## config.mk

```make
export PLATFORM = sky130hd
export DESIGN_NAME = mr16_mem_arb_flat
export DESIGN_NICKNAME = d
export VERILOG_FILES = /design/src/rtl/mr16_mem_arb_if.sv /design/src/rtl/mr16_mem_arb.sv /design/src/flat_wrapper.sv
export SDC_FILE = /design/constraint.sdc
export NUM_CORES = 1
export LEC_CHECK = 0
export CAP_MARGIN = 30
export CORE_ASPECT_RATIO = 0.8
export CORE_UTILIZATION = 37
export CTS_CLUSTER_SIZE = 16
export DETAILED_ROUTE_END_ITERATION = 8
export GPL_TIMING_DRIVEN = 0
export PLACE_DENSITY = 0.83
export SLEW_MARGIN = 10
export SYNTH_ARGS = -nofsm -noshare
export SYNTH_HDL_FRONTEND = slang
export SYNTH_SLANG_ARGS = --single-unit
export TNS_END_PERCENT = 20
```

## constraint.sdc

```tcl
create_clock -name I_CLK -period 4.6 [get_ports I_CLK]
set_clock_uncertainty 0.05 [all_clocks]
set_input_delay 0.92 -clock I_CLK [delete_from_list [all_inputs] [get_ports I_CLK]]
set_output_delay 0.92 -clock I_CLK [all_outputs]
set_load 0.01 [all_outputs]
```

## src/rtl/mr16_mem_arb_if.sv

```systemverilog
// rtl/mr16_mem_arb_if.sv - core, host and RAM signal bundle for mr16_mem_arb
interface mr16_mem_arb_if #(
    parameter int unsigned ADDR_W = 12
);
    logic              I_CLKEN;
    logic              O_CPU_CLKEN;
    logic [15:0]       I_CPU_A;
    logic [15:0]       I_CPU_D;
    logic              I_CPU_WR;
    logic              I_CPU_CS;
    logic [15:0]       O_CPU_Q;
    logic              I_HOST_REQ;
    logic              I_HOST_WR;
    logic [ADDR_W-1:0] I_HOST_A;
    logic [15:0]       I_HOST_D;
    logic              O_HOST_ACK;
    logic [15:0]       O_HOST_Q;
    logic              O_HOST_ERR;
    logic [ADDR_W-1:0] O_RAM_A;
    logic [15:0]       O_RAM_D;
    logic              O_RAM_WE;
    logic [15:0]       I_RAM_Q;

    // Arbiter side
    modport slave (
        input  I_CLKEN, I_CPU_A, I_CPU_D, I_CPU_WR, I_CPU_CS,
        input  I_HOST_REQ, I_HOST_WR, I_HOST_A, I_HOST_D, I_RAM_Q,
        output O_CPU_CLKEN, O_CPU_Q, O_HOST_ACK, O_HOST_Q, O_HOST_ERR,
        output O_RAM_A, O_RAM_D, O_RAM_WE
    );

    // Environment side: core, host and RAM
    modport master (
        output I_CLKEN, I_CPU_A, I_CPU_D, I_CPU_WR, I_CPU_CS,
        output I_HOST_REQ, I_HOST_WR, I_HOST_A, I_HOST_D, I_RAM_Q,
        input  O_CPU_CLKEN, O_CPU_Q, O_HOST_ACK, O_HOST_Q, O_HOST_ERR,
        input  O_RAM_A, O_RAM_D, O_RAM_WE
    );
endinterface

```

## src/rtl/mr16_mem_arb.sv

```systemverilog
// rtl/mr16_mem_arb.sv - cycle-stealing RAM arbiter between mr16 core and host; MR16_ARB_WPROT_EN enables host write protection
module mr16_mem_arb #(
    parameter int unsigned ADDR_W     = 12,
    parameter int unsigned CPU_GAP    = 3,
    parameter int unsigned PROT_WORDS = 256
) (
    input  logic           I_CLK,
    input  logic           I_RESET,
    mr16_mem_arb_if.slave  bus
);
    typedef enum logic [0:0] {
        ST_IDLE      = 1'b0,
        ST_HOST_DONE = 1'b1
    } state_t;

    localparam logic [3:0] GAP_LOAD = 4'(CPU_GAP);

    state_t            state_q, state_d;
    logic [3:0]        gap_q, gap_d;
    logic              last_cpu_q, last_cpu_d;
    logic [15:0]       cpu_hold_q, cpu_hold_d;
    logic [15:0]       host_q_q, host_q_d;
    logic              slot_wr_q, slot_wr_d;
    logic              host_slot;
    logic              host_prot;
    logic [ADDR_W-1:0] cpu_word_a;
    logic              unused_cpu_a;

    assign cpu_word_a   = bus.I_CPU_A[ADDR_W:1];
    assign unused_cpu_a = ^{bus.I_CPU_A[15:ADDR_W+1], bus.I_CPU_A[0]};

`ifdef MR16_ARB_WPROT_EN
    logic slot_err_q, slot_err_d;

    // Host writes into the low protected window are dropped but still take a slot
    assign host_prot = bus.I_HOST_WR &
                       ({{(32-ADDR_W){1'b0}}, bus.I_HOST_A} < PROT_WORDS);
    assign slot_err_d = host_slot ? host_prot : slot_err_q;
    assign bus.O_HOST_ERR = (state_q == ST_HOST_DONE) & slot_err_q;

    // Error flag of the slot just served, reported alongside ACK
    always_ff @(posedge I_CLK or posedge I_RESET) begin
        if (I_RESET) begin
            slot_err_q <= 1'b0;
        end else begin
            slot_err_q <= slot_err_d;
        end
    end
`else
    localparam int unsigned unused_prot_words = PROT_WORDS;

    assign host_prot      = 1'b0;
    assign bus.O_HOST_ERR = 1'b0;
`endif

    // A core read issued just before a stolen slot is replayed from cpu_hold
    assign bus.O_CPU_Q = last_cpu_q ? bus.I_RAM_Q : cpu_hold_q;
    assign last_cpu_d  = ~host_slot;

    // State register and datapath registers
    always_ff @(posedge I_CLK or posedge I_RESET) begin
        if (I_RESET) begin
            state_q    <= ST_IDLE;
            gap_q      <= 4'd0;
            last_cpu_q <= 1'b1;
            cpu_hold_q <= 16'h0000;
            host_q_q   <= 16'h0000;
            slot_wr_q  <= 1'b0;
        end else begin
            state_q    <= state_d;
            gap_q      <= gap_d;
            last_cpu_q <= last_cpu_d;
            cpu_hold_q <= cpu_hold_d;
            host_q_q   <= host_q_d;
            slot_wr_q  <= slot_wr_d;
        end
    end

    // Next state, RAM mux, core enable gating and host handshake
    always_comb begin
        state_d    = state_q;
        gap_d      = gap_q;
        cpu_hold_d = cpu_hold_q;
        host_q_d   = host_q_q;
        slot_wr_d  = slot_wr_q;
        host_slot  = 1'b0;

        bus.O_CPU_CLKEN = bus.I_CLKEN;
        bus.O_RAM_A     = cpu_word_a;
        bus.O_RAM_D     = bus.I_CPU_D;
        bus.O_RAM_WE    = bus.I_CPU_CS & bus.I_CPU_WR & bus.I_CLKEN;
        bus.O_HOST_ACK  = 1'b0;
        bus.O_HOST_Q    = host_q_q;

        if (last_cpu_q) begin
            cpu_hold_d = bus.I_RAM_Q;
        end

        case (state_q)
            ST_IDLE: begin
                if (bus.I_CLKEN && bus.I_HOST_REQ && (gap_q == 4'd0)) begin
                    host_slot       = 1'b1;
                    bus.O_CPU_CLKEN = 1'b0;
                    bus.O_RAM_A     = bus.I_HOST_A;
                    bus.O_RAM_D     = bus.I_HOST_D;
                    bus.O_RAM_WE    = bus.I_HOST_WR & ~host_prot;
                    state_d         = ST_HOST_DONE;
                    gap_d           = GAP_LOAD;
                    slot_wr_d       = bus.I_HOST_WR;
                end else if (bus.I_CLKEN && (gap_q != 4'd0)) begin
                    gap_d = gap_q - 4'd1;
                end
            end
            ST_HOST_DONE: begin
                bus.O_HOST_ACK = 1'b1;
                if (!slot_wr_q) begin
                    bus.O_HOST_Q = bus.I_RAM_Q;
                    host_q_d     = bus.I_RAM_Q;
                end
                state_d = ST_IDLE;
            end
            default: begin
                state_d = ST_IDLE;
            end
        endcase
    end
endmodule
```

## src/flat_wrapper.sv

```systemverilog
// flat-port wrapper written by rule: the top's interface ports become plain ports
module mr16_mem_arb_flat 
#(
    parameter int unsigned ADDR_W     = 12,
    parameter int unsigned CPU_GAP    = 3,
    parameter int unsigned PROT_WORDS = 256
)
  (I_CLK, I_RESET, bus_I_CLKEN, bus_I_CPU_A, bus_I_CPU_D, bus_I_CPU_WR, bus_I_CPU_CS, bus_I_HOST_REQ, bus_I_HOST_WR, bus_I_HOST_A, bus_I_HOST_D, bus_I_RAM_Q, bus_O_CPU_CLKEN, bus_O_CPU_Q, bus_O_HOST_ACK, bus_O_HOST_Q, bus_O_HOST_ERR, bus_O_RAM_A, bus_O_RAM_D, bus_O_RAM_WE);
  mr16_mem_arb_if #(.ADDR_W(ADDR_W)) bus_i ();
  input  logic I_CLK;
  input  logic I_RESET;
  input wire logic [$bits(bus_i.I_CLKEN)-1:0] bus_I_CLKEN;
  input wire logic [$bits(bus_i.I_CPU_A)-1:0] bus_I_CPU_A;
  input wire logic [$bits(bus_i.I_CPU_D)-1:0] bus_I_CPU_D;
  input wire logic [$bits(bus_i.I_CPU_WR)-1:0] bus_I_CPU_WR;
  input wire logic [$bits(bus_i.I_CPU_CS)-1:0] bus_I_CPU_CS;
  input wire logic [$bits(bus_i.I_HOST_REQ)-1:0] bus_I_HOST_REQ;
  input wire logic [$bits(bus_i.I_HOST_WR)-1:0] bus_I_HOST_WR;
  input wire logic [$bits(bus_i.I_HOST_A)-1:0] bus_I_HOST_A;
  input wire logic [$bits(bus_i.I_HOST_D)-1:0] bus_I_HOST_D;
  input wire logic [$bits(bus_i.I_RAM_Q)-1:0] bus_I_RAM_Q;
  output wire logic [$bits(bus_i.O_CPU_CLKEN)-1:0] bus_O_CPU_CLKEN;
  output wire logic [$bits(bus_i.O_CPU_Q)-1:0] bus_O_CPU_Q;
  output wire logic [$bits(bus_i.O_HOST_ACK)-1:0] bus_O_HOST_ACK;
  output wire logic [$bits(bus_i.O_HOST_Q)-1:0] bus_O_HOST_Q;
  output wire logic [$bits(bus_i.O_HOST_ERR)-1:0] bus_O_HOST_ERR;
  output wire logic [$bits(bus_i.O_RAM_A)-1:0] bus_O_RAM_A;
  output wire logic [$bits(bus_i.O_RAM_D)-1:0] bus_O_RAM_D;
  output wire logic [$bits(bus_i.O_RAM_WE)-1:0] bus_O_RAM_WE;
  assign bus_i.I_CLKEN = bus_I_CLKEN;
  assign bus_i.I_CPU_A = bus_I_CPU_A;
  assign bus_i.I_CPU_D = bus_I_CPU_D;
  assign bus_i.I_CPU_WR = bus_I_CPU_WR;
  assign bus_i.I_CPU_CS = bus_I_CPU_CS;
  assign bus_i.I_HOST_REQ = bus_I_HOST_REQ;
  assign bus_i.I_HOST_WR = bus_I_HOST_WR;
  assign bus_i.I_HOST_A = bus_I_HOST_A;
  assign bus_i.I_HOST_D = bus_I_HOST_D;
  assign bus_i.I_RAM_Q = bus_I_RAM_Q;
  assign bus_O_CPU_CLKEN = bus_i.O_CPU_CLKEN;
  assign bus_O_CPU_Q = bus_i.O_CPU_Q;
  assign bus_O_HOST_ACK = bus_i.O_HOST_ACK;
  assign bus_O_HOST_Q = bus_i.O_HOST_Q;
  assign bus_O_HOST_ERR = bus_i.O_HOST_ERR;
  assign bus_O_RAM_A = bus_i.O_RAM_A;
  assign bus_O_RAM_D = bus_i.O_RAM_D;
  assign bus_O_RAM_WE = bus_i.O_RAM_WE;
  mr16_mem_arb #(.ADDR_W(ADDR_W), .CPU_GAP(CPU_GAP), .PROT_WORDS(PROT_WORDS)) u_core (.I_CLK(I_CLK), .I_RESET(I_RESET), .bus(bus_i));
endmodule
```

==> results of run 1 <==
cell usage in the layout (no fill, tap or decap), types with 4 or more instances in the layout:
master	Yosys	layout
buf_12	4	4
clkbuf_1	1	4
clkbuf_8	0	5
clkdlybuf4s50_1	0	141
dfrtp_1	38	38
inv_1	6	5
mux2_2	36	36
mux2_4	25	25
o21ai_0	4	4
cell type report:
cell class	instances	area [µm²]
Tap cell	62	77.57
Multi-Input combinational cell	82	929.6
Fill cell	410	1524
Timing Repair Buffer	142	1439
Buffer	8	101.3
Inverter	6	22.52
Clock buffer	8	80.08
Sequential cell	39	977.2
metrics by stage:
stage               hold slack (ps)  cell area [µm²]  setup WS (ps)  cells
finish                        445.0             3627          603.3    347
detailed placement            432.2             3547          638.7    339
CTS                           449.4             3627          620.6    347
global placement              427.5             3520          679.6    338
global route                  460.1             3627          549.7    347
floorplan                     422.6             2031           1765    135
state kept, by name, indices dropped and copies added (netlist names):
name and cells:
u_core.cpu_hold_q 16, u_core.gap_q 4, u_core.host_q_q 16, u_core.last_cpu_q 1, u_core.slot_wr_q 1, u_core.state_q 1
critical path, cell delays in order:
cell and delay, ps:
clkdlybuf4s50_1 540, nor2b_1 260, and3_4 240, buf_12 130, buf_12 150, mux2_4 310, clkdlybuf4s50_1 490
per-layer routing:
metal	track usage	vias to the layer above	part of all wire
met5	0	-	0
met3	0.05428	5	0.068
met2	0.3130	57	0.50
li1	-	771	-
met4	0.05085	0	0.0078
met1	0.2345	774	0.43
worst paths after layout:
kind	slack [ps]	endpoint
min in group asynchronous	920	u_core.host_q_q[4]
worst min register to register	450	u_core.host_q_q[15]
max in group asynchronous	3130	u_core.cpu_hold_q[2]
worst min-delay path	450	u_core.host_q_q[15]
worst max-delay path	600	bus_O_RAM_D[6]
worst max register to register	2870	u_core.cpu_hold_q[3]
power groups by stage:
| stage | Combinational, W | Clock [W] | Sequential (W) |
|---|---|---|---|
| 4_1_cts | 0.000677 | 0.000222 | 0.000496 |
| 6_report | 0.000668 | 0.000218 | 0.000496 |
| 5_1_grt | 0.000721 | 0.000234 | 0.000508 |
| 3_3_place_gp | 0.000659 | 0 | 0.000496 |
| 3_5_place_dp | 0.000674 | 0 | 0.000501 |
| 2_1_floorplan | 0.000331 | 0 | 0.000490 |
cells by family (layout without fill, tap and decap cells):
family	after synthesis	after routing
AO/OA/AOI/OAI	6	6
AND/OR/NAND/NOR	12	12
other	1	1
adder cells (fa/ha/maj)	1	1
buffers and inverters	14	164
multiplexers	62	62
flip-flops	39	39
==> results.toml, run 1 <==
[drt]
vias = 1607
ant_nets = 0
wl_um = 5540
routed_via_density = 4.631
firstDrtPassIters = 8
wire_per_inst_um = 15.97
drt-initial-drc-count = 61
drc = 9

[setup_path]
critPathKind = "input pin to output pin"
worst-r2r-cell-count = 3
endpoint_kind = "output pin"
r2r_start = "u_core.last_cpu_q"
startpoint_type = "input pin"
startpoint = "bus_I_CLKEN"
arrival_ps = 3030
crit_required_ps = 3630
critPathMaxFanout = 10

[yosys]
post-synth-top-area-fraction = 0.4683
synth_xor_area_frac = 0
ys_top_cells_by_count = "dfrtp_1 (38), mux2_2 (36), mux2_4 (25)"
yosysTopAreaCell = "dfrtp_1"
yosys.cell_count.top_type = "dfrtp_1"
netlist_area_mm2 = 0.002031
synth_area_per_cell_um2 = 15.04
yosysSeqAreaShare = 0.4812
synth_edf_count = 0
synth-adder-area-share = 0.006161
synth_nets = 219
yosys.area_share.simple = 0.04190
synth_cell_types = 25
synth-compound-area-share = 0.01848
synth_ff_type = "dfrtp_1"
synth_top_family_by_area = "multiplexers"
synthTopCellsByArea = "dfrtp_1 (47%), mux2_2 (20%), mux2_4 (18%)"
yosys_warnings = 0
ys_seq_elements = 39
async_reset_ff_frac = 1.000
synthCells = 135
synthMuxAreaShare = 0.3894

[clocking]
ctsResizeCount = 0
cts.clk_slew.worst_paths_ps = 70
insertion_delay_ps = 280
clockRootBuffer = "clkbuf_8"
cts_hold_buf = 0
clk_path_buf_depth = 2
cts.sink_count = 39
h-tree-depth = 2
post_cts_buffers = 0
cts_inserted_buffers = 5
cts_tree = "done"

[worst_hold_path]
hold_path.startpoint = "u_core.host_q_q[15]"
holdPathStages = 1
min_path_type = "flip-flop to flip-flop"

[die]
die_h_um = 68.26
die_w_um = 84.83
core_mm2 = 0.005151
die-area_mm2 = 0.005790
ioPinCount = 147
start_util = 0.3942
core.rowCount = 23

[pwr]
peakVddDrop_mv = 0.2983
clkPwrFrac = 0.158
intPower_w = 0.0009889
power_frac_seq = 0.359
p_leak_nw = 1.508
netSwitchingPower_w = 0.0003937
comb_power_share = 0.483
swShare = 0.2848
pwr_density_cell_mw_per_mm2 = 381.2
p_total_w = 0.001383

[layout]
syn2layout_area_growth_pct = 78.62
drive_gt1_frac = 0.2772
finish.utilization = 0.7042
nNetsFinal = 368
antenna-diode-count = 0

[timing]
setup_viol = 0
tns_ps = 0
fin_crit_sh = 0.8688
final_hold_viol_count = 0
grt_setup_unrepaired = "no"
timing.fmax_mhz = 250.2
slew_viol_final = 0
fin_crit_ps = 3997

[grt]
antenna_found_initial = 0
grt_pass1_wl_um = 8010
gr-usage-all-layers = 0.1848
grt_max_degree = 21
grt_pass1_vias = 1610
overflow = 0

[placement]
gp_congestion = 0.7484
io_buffers = 141
dp_hpwl_um = 4519

[run_status]
violations = "design-rule violations"
run_status = "complete, but fails checks"

[job]
maxCapViolations = 0
No activity file was read; power rests on OpenSTA's default activity.
==> run 2, diff against run 1 <==
- CORE_UTILIZATION: 37 -> 35
- GPL_ROUTABILITY_DRIVEN: not set -> 0
- PLACE_DENSITY: 0.83 -> 0.79
- clock period: 4.6 -> 4.2 ns (I/O delays scaled with it)
==> run 2 against run 1 <==
The run now ends clean. Die area grew 5.6%. Sequential power up 9.5%. Final area is 0.83% higher. First-iteration DRC count fell by 46%. Count of clock-buffer cells in the layout decreased by 2. Via count decreased by 0.87%. Non-clock buffer count decreased by 1. Flip-flop and latch count unchanged. Register-to-register slack got worse by 380 ps.
==> results.toml, run 2 (same netlist as run 1, synthesis figures left out) <==
[pwr]
clkPwrFrac = 0.202
swShare = 0.2752
power_frac_seq = 0.341
intPower_w = 0.001155
pwr_density_cell_mw_per_mm2 = 435.5
p_leak_nw = 1.517
peakVddDrop_mv = 0.3240
comb_power_share = 0.457
netSwitchingPower_w = 0.0004383

[timing]
setup_viol = 0
slew_viol_final = 0
grt_setup_unrepaired = "no"
fin_crit_sh = 0.9050
max_slew_margin = 0.4708
final_hold_viol_count = 0
timing.fmax_mhz = 263.1
tns_ps = 0
fin_crit_ps = 3801
tightest_slew_ps = 792.7

[grt]
antenna_found_initial = 0
grt_pass1_vias = 1605
gr-usage-all-layers = 0.1735
grt_max_degree = 40
grt_pass1_wl_um = 8176
overflow = 0

[setup_path]
critPathKind = "input pin to output pin"
endpoint_kind = "output pin"
startpoint_type = "input pin"
crit_required_ps = 3310
r2r_start = "u_core.last_cpu_q"
arrival_ps = 2910
critPathMaxFanout = 10
startpoint = "bus_I_CLKEN"

[run_status]
run_status = "finished, final reports clean"

[drt]
wl_um = 5246
dr_wl_met2_um = 2688
route.met3.wl_um = 286
top_layer_used = "met4"
wire_per_inst_um = 14.49
routed_via_density = 4.401
vias = 1593
drt-initial-drc-count = 33
ant_nets = 0
drc = 0
firstDrtPassIters = 4
wl_met1_um = 2222

[die]
die_h_um = 70.13
start_util = 0.3675
core.rowCount = 24
ioPinCount = 147
die-area_mm2 = 0.006113
die_w_um = 87.16
core_mm2 = 0.005525

[layout]
final_common_cell = "clkdlybuf4s50_1"
nNetsFinal = 367
antenna-diode-count = 0
syn2layout_area_growth_pct = 80.10
layoutNonFillerInstCount = 362
drive_gt1_frac = 0.2852
final_cell_mix = "clkdlybuf4s50_1 (141), dfrtp_1 (38), mux2_2 (36)"
reg_top3 = "u_core.cpu_hold_q (16), u_core.host_q_q (16), u_core.gap_q (4)"

[placement]
io_buffers = 141
dp.cells = 354
dp_hpwl_um = 4239

[worst_hold_path]
hold_path.startpoint = "u_core.cpu_hold_q[4]"
min_path_type = "flip-flop to flip-flop"

[clocking]
h-tree-depth = 2
cts_inserted_buffers = 5
clockRootBuffer = "clkbuf_8"
clk_path_buf_depth = 2
post_cts_buffers = 0
cts_hold_buf = 0
cts_tree = "done"
cts.clk_slew.worst_paths_ps = 70
cts.sink_count = 39
ctsResizeCount = 0
insertion_delay_ps = 280

[job]
maxCapViolations = 0
[run 2: cell count changes in the layout (fill, tap and decap cells not counted), sizes merged]
cell,delta
buf,-1
clkinv,+1
bufinv,+1
clkbuf,-2
[run 2: final cells by class]
type	count	area [µm²]
Inverter	6	22.52
Clock buffer	6	82.58
Tap cell	78	97.59
Clock inverter	2	35.03
Fill cell	449	1868
Sequential cell	39	977.2
Multi-Input combinational cell	82	929.6
Timing Repair Buffer	141	1411
Buffer	8	101.3
[run 2: critical path: stages]
cell	delay [ps]
clkdlybuf4s50_1	520
nor2b_1	250
and3_4	230
buf_12	130
buf_12	140
mux2_4	310
clkdlybuf4s50_1	480
[run 2: final timing paths]
path,to,slack [ps],depth (start not counted)
hold / removal,u_core.cpu_hold_q[4],450,1
setup / recovery,bus_O_RAM_D[10],400,7
hold reg to reg,u_core.cpu_hold_q[4],450,1
max in group asynchronous,u_core.slot_wr_q,2620,2
setup reg to reg,u_core.cpu_hold_q[1],2490,3
min in group asynchronous,u_core.host_q_q[14],970,2
[run 2: metrics by stage]
stage	area, µm²	setup WS [ps]	util	total power [W]	hold slack (ps)
3_3_place_gp	3540	426.6	0.6406	0.001267	427.7
4_1_cts	3657	393.6	0.6619	0.001613	452.1
2_1_floorplan	2031	1525	-	0.0008992	422.6
5_1_grt	3657	328.2	0.6619	0.001674	464.8
6_report	3657	399.2	0.6619	0.001593	446.9
3_5_place_dp	3540	402.0	0.6406	0.001286	433.9
[run 2: layer usage]
metal | global-route usage | vias to the layer above
met3 | 0.04374 | 4
li1 | - | 769
met1 | 0.2230 | 772
met4 | 0.04372 | 0
met5 | 0 | -
met2 | 0.2913 | 48
[run 2: power groups by stage]
stage / Sequential [W] / Combinational (W) / Clock, W
after CTS: 0.000544 / 0.000739 / 0.000330
after detailed placement: 0.000551 / 0.000735 / 0
final: 0.000543 / 0.000729 / 0.000322
after global placement: 0.000543 / 0.000724 / 0
after floorplan: 0.000537 / 0.000363 / 0
after global routing: 0.000555 / 0.000777 / 0.000342
==> run 3, diff against run 2 <==
- CORE_MARGIN: not set -> 2
- CTS_CLUSTER_DIAMETER: not set -> 30
- HOLD_SLACK_MARGIN: not set -> 0.02
==> run 3 against run 2 <==
Die area rose by 5.2%. Sequential power barely moved. Via count fell by 0.25%. Total power fell by 5.1%. Maximum frequency rose by 0.14%. Register-to-register slack barely moved. Highest routed layer unchanged. Critical endpoint unchanged. Combinational power rose by 1%. Clock power fell by 28%. Global-route usage rose by 0.97 points. Sequential share of layout area rose by 0.27 points.
==> results.toml, run 3 (same netlist as run 1, synthesis figures left out) <==
[layout]
drive_gt1_frac = 0.2782
nNetsFinal = 367
reg_top3 = "u_core.cpu_hold_q (16), u_core.host_q_q (16), u_core.gap_q (4)"
antenna-diode-count = 0
final_cell_mix = "clkdlybuf4s50_1 (141), dfrtp_1 (38), mux2_2 (36)"
n_fill_cell = 471
finish.utilization = 0.6553
syn2layout_area_growth_pct = 78.31
final_common_cell = "clkdlybuf4s50_1"
layoutNonFillerInstCount = 362

[run_status]
run_status = "finished, final reports clean"

[grt]
overflow = 0
antenna_found_initial = 0
grt_max_degree = 40
grt_pass1_wl_um = 9011
grt_pass1_vias = 1736
gr-usage-all-layers = 0.1832

[setup_path]
r2r-end = "u_core.cpu_hold_q[8]"
endpoint_kind = "output pin"
startpoint_type = "input pin"
critPathMaxFanout = 10
crit_required_ps = 3310
critPathKind = "input pin to output pin"
r2r_slack_ps = 2490
arrival_ps = 2910
worst-r2r-cell-count = 3
r2r_start = "u_core.last_cpu_q"

[placement]
io_buffers = 141
dp_hpwl_um = 4709
dp.cells = 354

[clocking]
cts_tree = "done"
h-tree-depth = 2
cts.clk_slew.worst_paths_ps = 70
cts_inserted_buffers = 5
cts_hold_buf = 0
ctsResizeCount = 0
cts.sink_count = 39
clk_path_buf_depth = 2
post_cts_buffers = 0
insertion_delay_ps = 280
clockRootBuffer = "clkbuf_8"

[timing]
hold_ws_ps = 443.5
tightest_slew_ps = 780.6
setup_viol = 0
slew_viol_final = 0
fin_crit_ps = 3795
final_hold_viol_count = 0
timing.fmax_mhz = 263.5
fin_crit_sh = 0.9037
tns_ps = 0
grt_setup_unrepaired = "no"
max_slew_margin = 0.4788

[pwr]
p_leak_nw = 1.498
peakVddDrop_mv = 0.2992
pwr_density_cell_mw_per_mm2 = 417.3
p_total_w = 0.001511

[drt]
drt-initial-drc-count = 22
wire_per_inst_um = 15.66
routed_via_density = 4.390
ant_nets = 0
drc = 0
firstDrtPassIters = 3
vias = 1589
wl_um = 5669

[die]
core_mm2 = 0.005525
ioPinCount = 147
start_util = 0.3675
die_h_um = 72.13
core.rowCount = 24
die-area_mm2 = 0.006431
die_w_um = 89.16

[worst_hold_path]
hold_path.startpoint = "u_core.host_q_q[4]"
holdPathEnd = "u_core.host_q_q[4]"
min_path_type = "flip-flop to flip-flop"
holdPathStages = 1

[job]
maxCapViolations = 0
## run 3: layout make-up
| type | count | area (µm²) | area share |
|---|---|---|---|
| inverters | 6 | 22.52 | 0.006220 |
| plain buffers | 8 | 101.3 | 0.02799 |
| well taps | 78 | 97.59 | 0.02695 |
| flip-flops and latches | 39 | 977.2 | 0.2699 |
| clock inverters | 1 | 5.005 | 0.001382 |
| multi-input cells | 82 | 929.6 | 0.2567 |
| repair buffers | 141 | 1411 | 0.3898 |
| clock buffers | 7 | 76.32 | 0.02108 |
## run 3: worst max path at each step
stage                      startpoint         endpoint  cells after the start
final                     bus_I_CLKEN  bus_O_RAM_D[10]                      7
after global routing      bus_I_CLKEN  bus_O_RAM_D[10]                      7
after detailed placement  bus_I_CLKEN   bus_O_RAM_D[8]                      7
after global placement    bus_I_CLKEN  bus_O_RAM_D[10]                      7
after floorplan           bus_I_CLKEN   bus_O_RAM_A[0]                      5
after CTS                 bus_I_CLKEN   bus_O_RAM_D[8]                      7
## run 3: report_power, final
group | internal, W | switching, W
logic | 0.000466 | 0.000271
clock network | 0.000116 | 0.000117
registers | 0.000497 | 0.0000446
total | 0.00108 | 0.000432
## run 3: per-stage QoR
| stage | setup WS, ps | instance area (µm²) |
|---|---|---|
| after global placement | 399.1 | 3540 |
| after CTS | 397.2 | 3621 |
| after floorplan | 1525 | 2031 |
| after detailed placement | 403.9 | 3540 |
| final | 404.5 | 3621 |
| after global routing | 307.7 | 3621 |
## run 3: per-layer routing
metal | track usage | vias to the layer above | routed length, µm
li1 | - | 767 | -
met1 | 0.2238 | 775 | 2212
met4 | 0.04478 | 0 | 59
met3 | 0.04209 | 6 | 281
met2 | 0.3259 | 41 | 3117
met5 | 0 | - | 0
## run 3: worst max-delay path: stages
cell and delay, ps:
clkdlybuf4s50_1 530, nor2b_1 240, and3_4 230, buf_12 130
buf_12 140, mux2_4 300, clkdlybuf4s50_1 500
